--- config.mk ---
export PLATFORM = sky130hd
export DESIGN_NAME = fetch_sequencer_flat
export DESIGN_NICKNAME = d
export VERILOG_FILES = /design/src/rtl/fetch_sequencer_if.sv /design/src/rtl/fetch_sequencer.sv /design/src/flat_wrapper.sv
export SDC_FILE = /design/constraint.sdc
export NUM_CORES = 1
export LEC_CHECK = 0
export CAP_MARGIN = 20
export CORE_UTILIZATION = 30
export CTS_CLUSTER_DIAMETER = 80
export DETAILED_ROUTE_END_ITERATION = 10
export PLACE_DENSITY = 0.56
export SETUP_SLACK_MARGIN = 0.1
export SLEW_MARGIN = 10
export SYNTH_ARGS = -nofsm -noshare
export SYNTH_HDL_FRONTEND = slang
export SYNTH_SLANG_ARGS = --single-unit
--- constraint.sdc ---
create_clock -name clk -period 1.8 [get_ports clk]
set_input_delay 0.45 -clock clk [delete_from_list [all_inputs] [get_ports clk]]
set_output_delay 0.45 -clock clk [all_outputs]
set_load 0.005 [all_outputs]
--- src/rtl/fetch_sequencer_if.sv ---
// Handshake bundle between the fetch sequencer and the datapath / program counter.
// The sequencer takes the slave view; the datapath side takes the master view.
interface fetch_sequencer_if;
    logic        run;
    logic [7:0]  rom_data;
    logic        carry;
    logic        hold;
    logic        pc_en;
    logic        pc_load;
    logic [11:0] pc_value;
    logic [7:0]  ir;
    logic        exec_strobe;
    logic        halted;
    logic [2:0]  state;

    modport slave (
        input  run, rom_data, carry, hold,
        output pc_en, pc_load, pc_value, ir, exec_strobe, halted, state
    );

    modport master (
        output run, rom_data, carry, hold,
        input  pc_en, pc_load, pc_value, ir, exec_strobe, halted, state
    );
endinterface

--- src/rtl/fetch_sequencer.sv ---
// Instruction fetch/decode sequencer: walks FETCH, DECODE, optional OPERAND and EXECUTE,
// issuing program-counter increment/load requests and the datapath execute qualifier.
module fetch_sequencer #(
    parameter logic [3:0] OP_JC   = 4'hD,
    parameter logic [3:0] OP_JMP  = 4'hE,
    parameter logic [3:0] OP_HALT = 4'hF
) (
    input  logic               clk,
    input  logic               reset,
    fetch_sequencer_if.slave   bus
);

    typedef enum logic [2:0] {
        IDLE    = 3'd0,
        FETCH   = 3'd1,
        DECODE  = 3'd2,
        OPERAND = 3'd3,
        EXECUTE = 3'd4,
        HALTED  = 3'd5
    } state_t;

    state_t     state_q, state_d;
    logic [7:0] ir_q, ir_d;
    logic [7:0] operand_q, operand_d;
    logic [3:0] pc_hi_q, pc_hi_d;
    logic       take_q, take_d;
    logic [3:0] opcode;

    assign opcode = ir_q[7:4];

    always_ff @(posedge clk or posedge reset) begin
        if (reset) begin
            state_q   <= IDLE;
            ir_q      <= 8'h00;
            operand_q <= 8'h00;
            pc_hi_q   <= 4'h0;
            take_q    <= 1'b0;
        end else begin
            state_q   <= state_d;
            ir_q      <= ir_d;
            operand_q <= operand_d;
            pc_hi_q   <= pc_hi_d;
            take_q    <= take_d;
        end
    end

    always_comb begin
        state_d   = state_q;
        ir_d      = ir_q;
        operand_d = operand_q;
        pc_hi_d   = pc_hi_q;
        take_d    = take_q;
        case (state_q)
            IDLE: begin
                if (bus.run) state_d = FETCH;
            end
            FETCH: begin
                ir_d    = bus.rom_data;
                state_d = DECODE;
            end
            DECODE: begin
                if (opcode == OP_JMP || opcode == OP_JC) begin
                    state_d = OPERAND;
                end else if (opcode == OP_HALT) begin
                    state_d = HALTED;
                end else begin
                    take_d  = 1'b0;
                    state_d = EXECUTE;
                end
            end
            OPERAND: begin
                // Target high nibble is latched with the operand so pc_value holds between jumps.
                operand_d = bus.rom_data;
                pc_hi_d   = ir_q[3:0];
                take_d    = (opcode == OP_JMP) || ((opcode == OP_JC) && bus.carry);
                state_d   = EXECUTE;
            end
            EXECUTE: begin
                // Clearing take after the first cycle keeps pc_load a single pulse under hold.
                take_d = 1'b0;
                if (!bus.hold) state_d = bus.run ? FETCH : IDLE;
            end
            HALTED: begin
                state_d = HALTED;
            end
            default: begin
                state_d = IDLE;
            end
        endcase
    end

    assign bus.pc_en       = (state_q == FETCH) || (state_q == OPERAND);
    assign bus.pc_load     = (state_q == EXECUTE) && take_q;
    assign bus.exec_strobe = (state_q == EXECUTE);
    assign bus.halted      = (state_q == HALTED);
    assign bus.state       = state_q;
    assign bus.ir          = ir_q;
    assign bus.pc_value    = {pc_hi_q, operand_q};

endmodule

--- src/flat_wrapper.sv ---
// flat-port wrapper written by rule: the top's interface ports become plain ports
module fetch_sequencer_flat 
#(
    parameter logic [3:0] OP_JC   = 4'hD,
    parameter logic [3:0] OP_JMP  = 4'hE,
    parameter logic [3:0] OP_HALT = 4'hF
)
  (clk, reset, bus_run, bus_rom_data, bus_carry, bus_hold, bus_pc_en, bus_pc_load, bus_pc_value, bus_ir, bus_exec_strobe, bus_halted, bus_state);
  fetch_sequencer_if bus_i ();
  input  logic clk;
  input  logic reset;
  input wire logic [$bits(bus_i.run)-1:0] bus_run;
  input wire logic [$bits(bus_i.rom_data)-1:0] bus_rom_data;
  input wire logic [$bits(bus_i.carry)-1:0] bus_carry;
  input wire logic [$bits(bus_i.hold)-1:0] bus_hold;
  output wire logic [$bits(bus_i.pc_en)-1:0] bus_pc_en;
  output wire logic [$bits(bus_i.pc_load)-1:0] bus_pc_load;
  output wire logic [$bits(bus_i.pc_value)-1:0] bus_pc_value;
  output wire logic [$bits(bus_i.ir)-1:0] bus_ir;
  output wire logic [$bits(bus_i.exec_strobe)-1:0] bus_exec_strobe;
  output wire logic [$bits(bus_i.halted)-1:0] bus_halted;
  output wire logic [$bits(bus_i.state)-1:0] bus_state;
  assign bus_i.run = bus_run;
  assign bus_i.rom_data = bus_rom_data;
  assign bus_i.carry = bus_carry;
  assign bus_i.hold = bus_hold;
  assign bus_pc_en = bus_i.pc_en;
  assign bus_pc_load = bus_i.pc_load;
  assign bus_pc_value = bus_i.pc_value;
  assign bus_ir = bus_i.ir;
  assign bus_exec_strobe = bus_i.exec_strobe;
  assign bus_halted = bus_i.halted;
  assign bus_state = bus_i.state;
  fetch_sequencer #(.OP_JC(OP_JC), .OP_JMP(OP_JMP), .OP_HALT(OP_HALT)) u_core (.clk(clk), .reset(reset), .bus(bus_i));
endmodule
=== Word level (Yosys, flattened, before mapping) ===
Cells that the tools add are included.

* Register bits: 24
* Input port bits: 13
* Output and inout port bits: 27

* Equal/unequal tests: 12
* Multiplexer cells: 9
* Reductions and logical operators: 9

{| class="wikitable"
|+ Operators with widths
! kind !! count
|-
| one-hot mux 3 bit (6 select lines) || 1
|-
| == test 4 bit (second input constant) || 3
|-
| 2-to-1 mux 3 bit || 3
|-
| inequality test 2 bit (second input constant) || 4
|-
| == test 3 x 2 -> 1 bit (second input constant) || 2
|-
| == test 3 bit (second input constant) || 2
|-
| 2-to-1 mux 1 bit || 4
|-
| == test 3 x 1 -> 1 bit (second input constant) || 1
|-
| zero test 3 bit || 1
|-
| logical OR 1 bit || 3
|-
| one-hot mux 1 bit (3 select lines) || 1
|-
| AND reduction 3 bit || 1
|-
| nonzero test 3 bit || 1
|-
| logical AND 1 bit || 2
|-
| AND reduction 2 bit || 1
|}

=== Longest topological paths before layout ===
Gate-level depths: netlist (run 1).

* Depth after elaboration: 4
* Gate-level depth with buffers: 4

=== Worst setup path before layout (run 1) ===
No wires, ideal clock.

* Path kind: reg-to-output
* From: reg u_core.state_q[1], in the netlist u_core.bus.state[1]
* To: out bus_pc_load
* Arrival time: 0.925 ns
* Setup slack: 0.425 ns
* Stages on the path, launching flop included: 4
* Path buffers: 0
* Path through: dfrtp_1 nand2b_1 nor2_1 and2_1

* Word-level cells in the longest chain between the ends: 2

{| class="wikitable"
|+ Ends and longest elaborated chain
! what !! RTL line !! text
|-
| start, declared || fetch_sequencer.sv:22 || <nowiki>state_t state_q, state_d;</nowiki>
|-
| start signal, assigned || fetch_sequencer.sv:39 || <nowiki>state_q <= state_d;</nowiki>
|-
| == test 3 bit || - ||
|-
| net bus_exec_strobe || flat_wrapper.sv:20 || <nowiki>output wire logic [$bits(bus_i.exec_strobe)-1:0] bus_exec_strobe;</nowiki>
|-
| logical AND 1 bit || fetch_sequencer.sv:93 || <nowiki>assign bus.pc_load = (state_q == EXECUTE) && take_q;</nowiki>
|-
| end, declared || flat_wrapper.sv:17 || <nowiki>output wire logic [$bits(bus_i.pc_load)-1:0] bus_pc_load;</nowiki>
|}

The timed path passes the listed nets, and every way through them passes these cells.

=== Worst setup path after layout (run 1) ===
* From: reg u_core.state_q[2], in the netlist u_core.bus.state[2]
* To: out bus_halted

* Word-level cells in the longest chain between the ends: 1

{| class="wikitable"
|+ Ends and longest elaborated chain
! what !! RTL line !! text
|-
| == test 3 bit || fetch_sequencer.sv:95 || <nowiki>assign bus.halted = (state_q == HALTED);</nowiki>
|-
| end, declared || flat_wrapper.sv:21 || <nowiki>output wire logic [$bits(bus_i.halted)-1:0] bus_halted;</nowiki>
|}

Every way passes these cells.

==> results of run 1 <==
kinds of logic (layout without fill, tap and decap cells):
logic type      count (synthesis)  count (layout)
mux                            20              20
xor+xnor                        1               1
simple gates                   18              18
flops                          24              24
buf+inv                         4              64
compound gates                  9               9
cell usage in the layout (no fill, tap or decap), drive strengths merged, types with 3 or more instances in the layout:
cell           count
buf               20
clkdlybuf4s50     25
mux2              20
nand2b             3
dfrtp             24
dlymetal6s2s       8
nor2               3
clkbuf             7
sequential cells by signal, indices dropped and copies added, names as in the netlist:
name / count
u_core.bus.ir: 8
u_core.operand_q: 8
u_core.pc_hi_q: 4
u_core.bus.state: 3
u_core.take_q: 1
worst max-delay path: cells and delay by family, from the launching register on:
kind | cells | cell delay [ns]
buffers and inverters | 2 | 0.23
DFF | 1 | 0.44
and+or+nand+nor | 2 | 0.29
cell type report:
class                      count  area (µm²)
clock buffer                   4        36.3
fill                         325        1610
inverter                       2        7.51
multi-input combinational     48         462
sequential                    24         606
tap                           46        57.6
timing repair buffer          58         563
per-stage QoR:
step	total power, mW	cells	util [%]	area [µm²]	setup slack [ns]
after floorplan	1.55	76	-	1050	0.425
after global placement	2.25	164	45.7	1520	0.0762
after detailed placement	2.27	164	45.7	1520	0.0263
after CTS	2.75	179	50.1	1670	0.0366
after global routing	3.01	182	51.9	1730	0.0405
final	2.79	182	51.9	1730	0.0972
how the worst max path moves through the flow:
stage,to,start,cells past startpoint
detailed placement,bus_pc_load,u_core.bus.state[1]$_DFFE_PP0P_,4
global route,bus_halted,u_core.bus.state[2]$_DFFE_PP0P_,4
finish,bus_halted,u_core.bus.state[2]$_DFFE_PP0P_,4
CTS,bus_pc_load,u_core.bus.state[2]$_DFFE_PP0P_,5
floorplan,bus_pc_load,u_core.bus.state[1]$_DFFE_PP0P_,3
global placement,bus_pc_load,u_core.bus.state[1]$_DFFE_PP0P_,4
Yosys cell counts (all sizes together):
master	count
xnor2	1
or3	1
o31ai	1
inv	2
mux2	20
and2	2
nand3b	2
a21oi	1
nor2	3
and3	1
nand3	1
and2b	1
nand2	2
nor2b	2
a211oi	1
o22a	2
o211a	1
o21bai	1
buf	2
nand2b	3
a311o	1
a32oi	1
dfrtp	24
per-layer routing:
layer | wire, µm | GRT usage, % | share of wire (%) | vias to the layer above
met5 | 0 | 0 | 0 | -
met4 | 10 | 4.87 | 0.42 | 0
met3 | 136 | 3.36 | 5.7 | 2
met2 | 1150 | 24.1 | 48 | 28
met1 | 1100 | 17.7 | 46 | 389
li1 | - | - | - | 394
power groups by stage:
stage | Combinational [mW] | Clock (mW) | Sequential (mW)
floorplan | 0.522 | 0 | 1.02
detailed placement | 1.24 | 0 | 1.03
global placement | 1.24 | 0 | 1.02
CTS | 1.49 | 0.293 | 0.968
global route | 1.69 | 0.319 | 1.00
finish | 1.56 | 0.273 | 0.963
timing repair:
item                                   4_1_cts  5_1_grt
pin swaps                                    2        1
setup endpoints to repair                   11       22
resized for setup                           21       18
endpoints found under the hold margin        0        0
setup buffers                               11        3
==> impl_metrics.tcl, run 1 <==
set metrics [dict create \
    setup_violations 0 \
    vias_per_cell 4.47 \
    top_level_ports 40 \
    slew_headroom_pct 66.6 \
    rsz0062_at_grt "yes" \
    clkPwrFrac_pct 9.8 \
    maxCapViolCount 0 \
    antenna_found_initial 0 \
    endpoint_kind "output port" \
    status "completed" \
    worst-slew-pin-transition_ns 0.500 \
    gp_congestion 0.719 \
    yosysSeqAreaShare_pct 57.1 \
    synth_xor_xnor_area_share_pct 0.833 \
    htree_levels 1 \
    synth_fp_nets 89 \
    syn-cell-area_um2 1050 \
    firstDrtPassIters 2 \
    arrival_ns 1.25 \
    start_util_pct 31.5 \
    rr_worst_depth 7 \
    finalSetupTns_ns 0 \
    max-vdd-ir-drop_v 0.000827 \
    min_path_type "in -> async" \
    powerDensity_nw_per_um2 1610 \
    synth_warnings 0 \
    grt_usage_pct 14.2 \
    reg2reg_from "u_core.bus.state[1]$_DFFE_PP0P_" \
    synth_seq_cells 24 \
    grt_max_degree 14 \
    slew_violations 0 \
    hold_viol_final 0 \
    cts_tree "done" \
    postRouteAntennaNets 0 \
    p_leak_nw 0.840 \
    hold_ws_ns 0.446 \
    syn_area_per_cell_um2 13.8 \
    cp_common_cell "buf_6" \
    r2r_end "u_core.bus.ir[3]$_DFFE_PP0P_" \
    routed_wl_um 2390 \
    clk_pin_slew_ns 0.13 \
    crit_chain "buf_6 -> nor2b_2 -> and2_4 -> buf_6" \
    synth_top_area_cell "dfrtp_1" \
    synthMuxAreaShare_pct 21.4 \
    clock_latency_ns 0.31 \
    synth_simple_gate_area_share_pct 11.7 \
    worst_setup_path_start_kind "register" \
    sw_frac_of_total_pct 29.6 \
    antenna_cells 0 \
    synth_compound_area_share_pct 7.02 \
    drt_iter0_drc 5 \
    cp_max_fo 2 \
    overflow 0 \
    routedWlPerCell_um 13.1 \
    drive_above_1_share_pct 42.6 \
    synth_area_leaders "dfrtp_1 57%, mux2_2 21%, nand3b_4 1.9%, nand2b_1 1.8%, o22a_1 1.7%" \
    synth_top_family_by_area "multiplexers" \
    combPwrFrac_pct 55.7 \
    clock-sinks 24 \
    nets 150 \
    numCtsBuffers 3 \
    final.min_clock_period_ns 1.70 \
    timing.final.crit_share_pct 94.6 \
    die_x_um 61.2 \
    cts.path.max_buffers 2 \
    ctsHoldBuffers 0 \
    ys_types 26 \
    postSynthCellCount 76 \
    first_global_vias 835 \
    portBuffers 39 \
    rows 21 \
    fp.dieArea_um2 3740 \
    num_vias 813 \
    drc 0 \
    core_um2 3340 \
    fin_skew_ns 0.00891 \
    intPower_mw 1.97 \
    max_stage_delay_ns 0.44 \
    pwr-share-seq_pct 34.5 \
    die_y_um 61.2 \
    dp_hpwl_um 1650 \
    worstPathRequired_ns 1.35 \
    power.net_switching_mw 0.827 \
    ctsRootBufferMaster "clkbuf_4" \
    synth_adder_area_share_pct 0 \
    regToRegSetupSlack_ns 0.16 \
    fmax_mhz 587 \
    areaGrowthSynthToFinish_pct 64.8 \
    synth.top_cell.area_share_pct 57.1 \
    criticalPathCategory "reg -> out" \
    grt_pass1_wl_um 3790 \
    crit_slowest_cell "dfrtp_2" \
]
(Power assumes the default switching activity.)
==> run 2: changes to the inputs <==
ABC_AREA = 0   (was not set)
CAP_MARGIN = not set   (was 20)
==> results of run 2 <==
Final layout, timing and power as in run 1 (identical DEF).
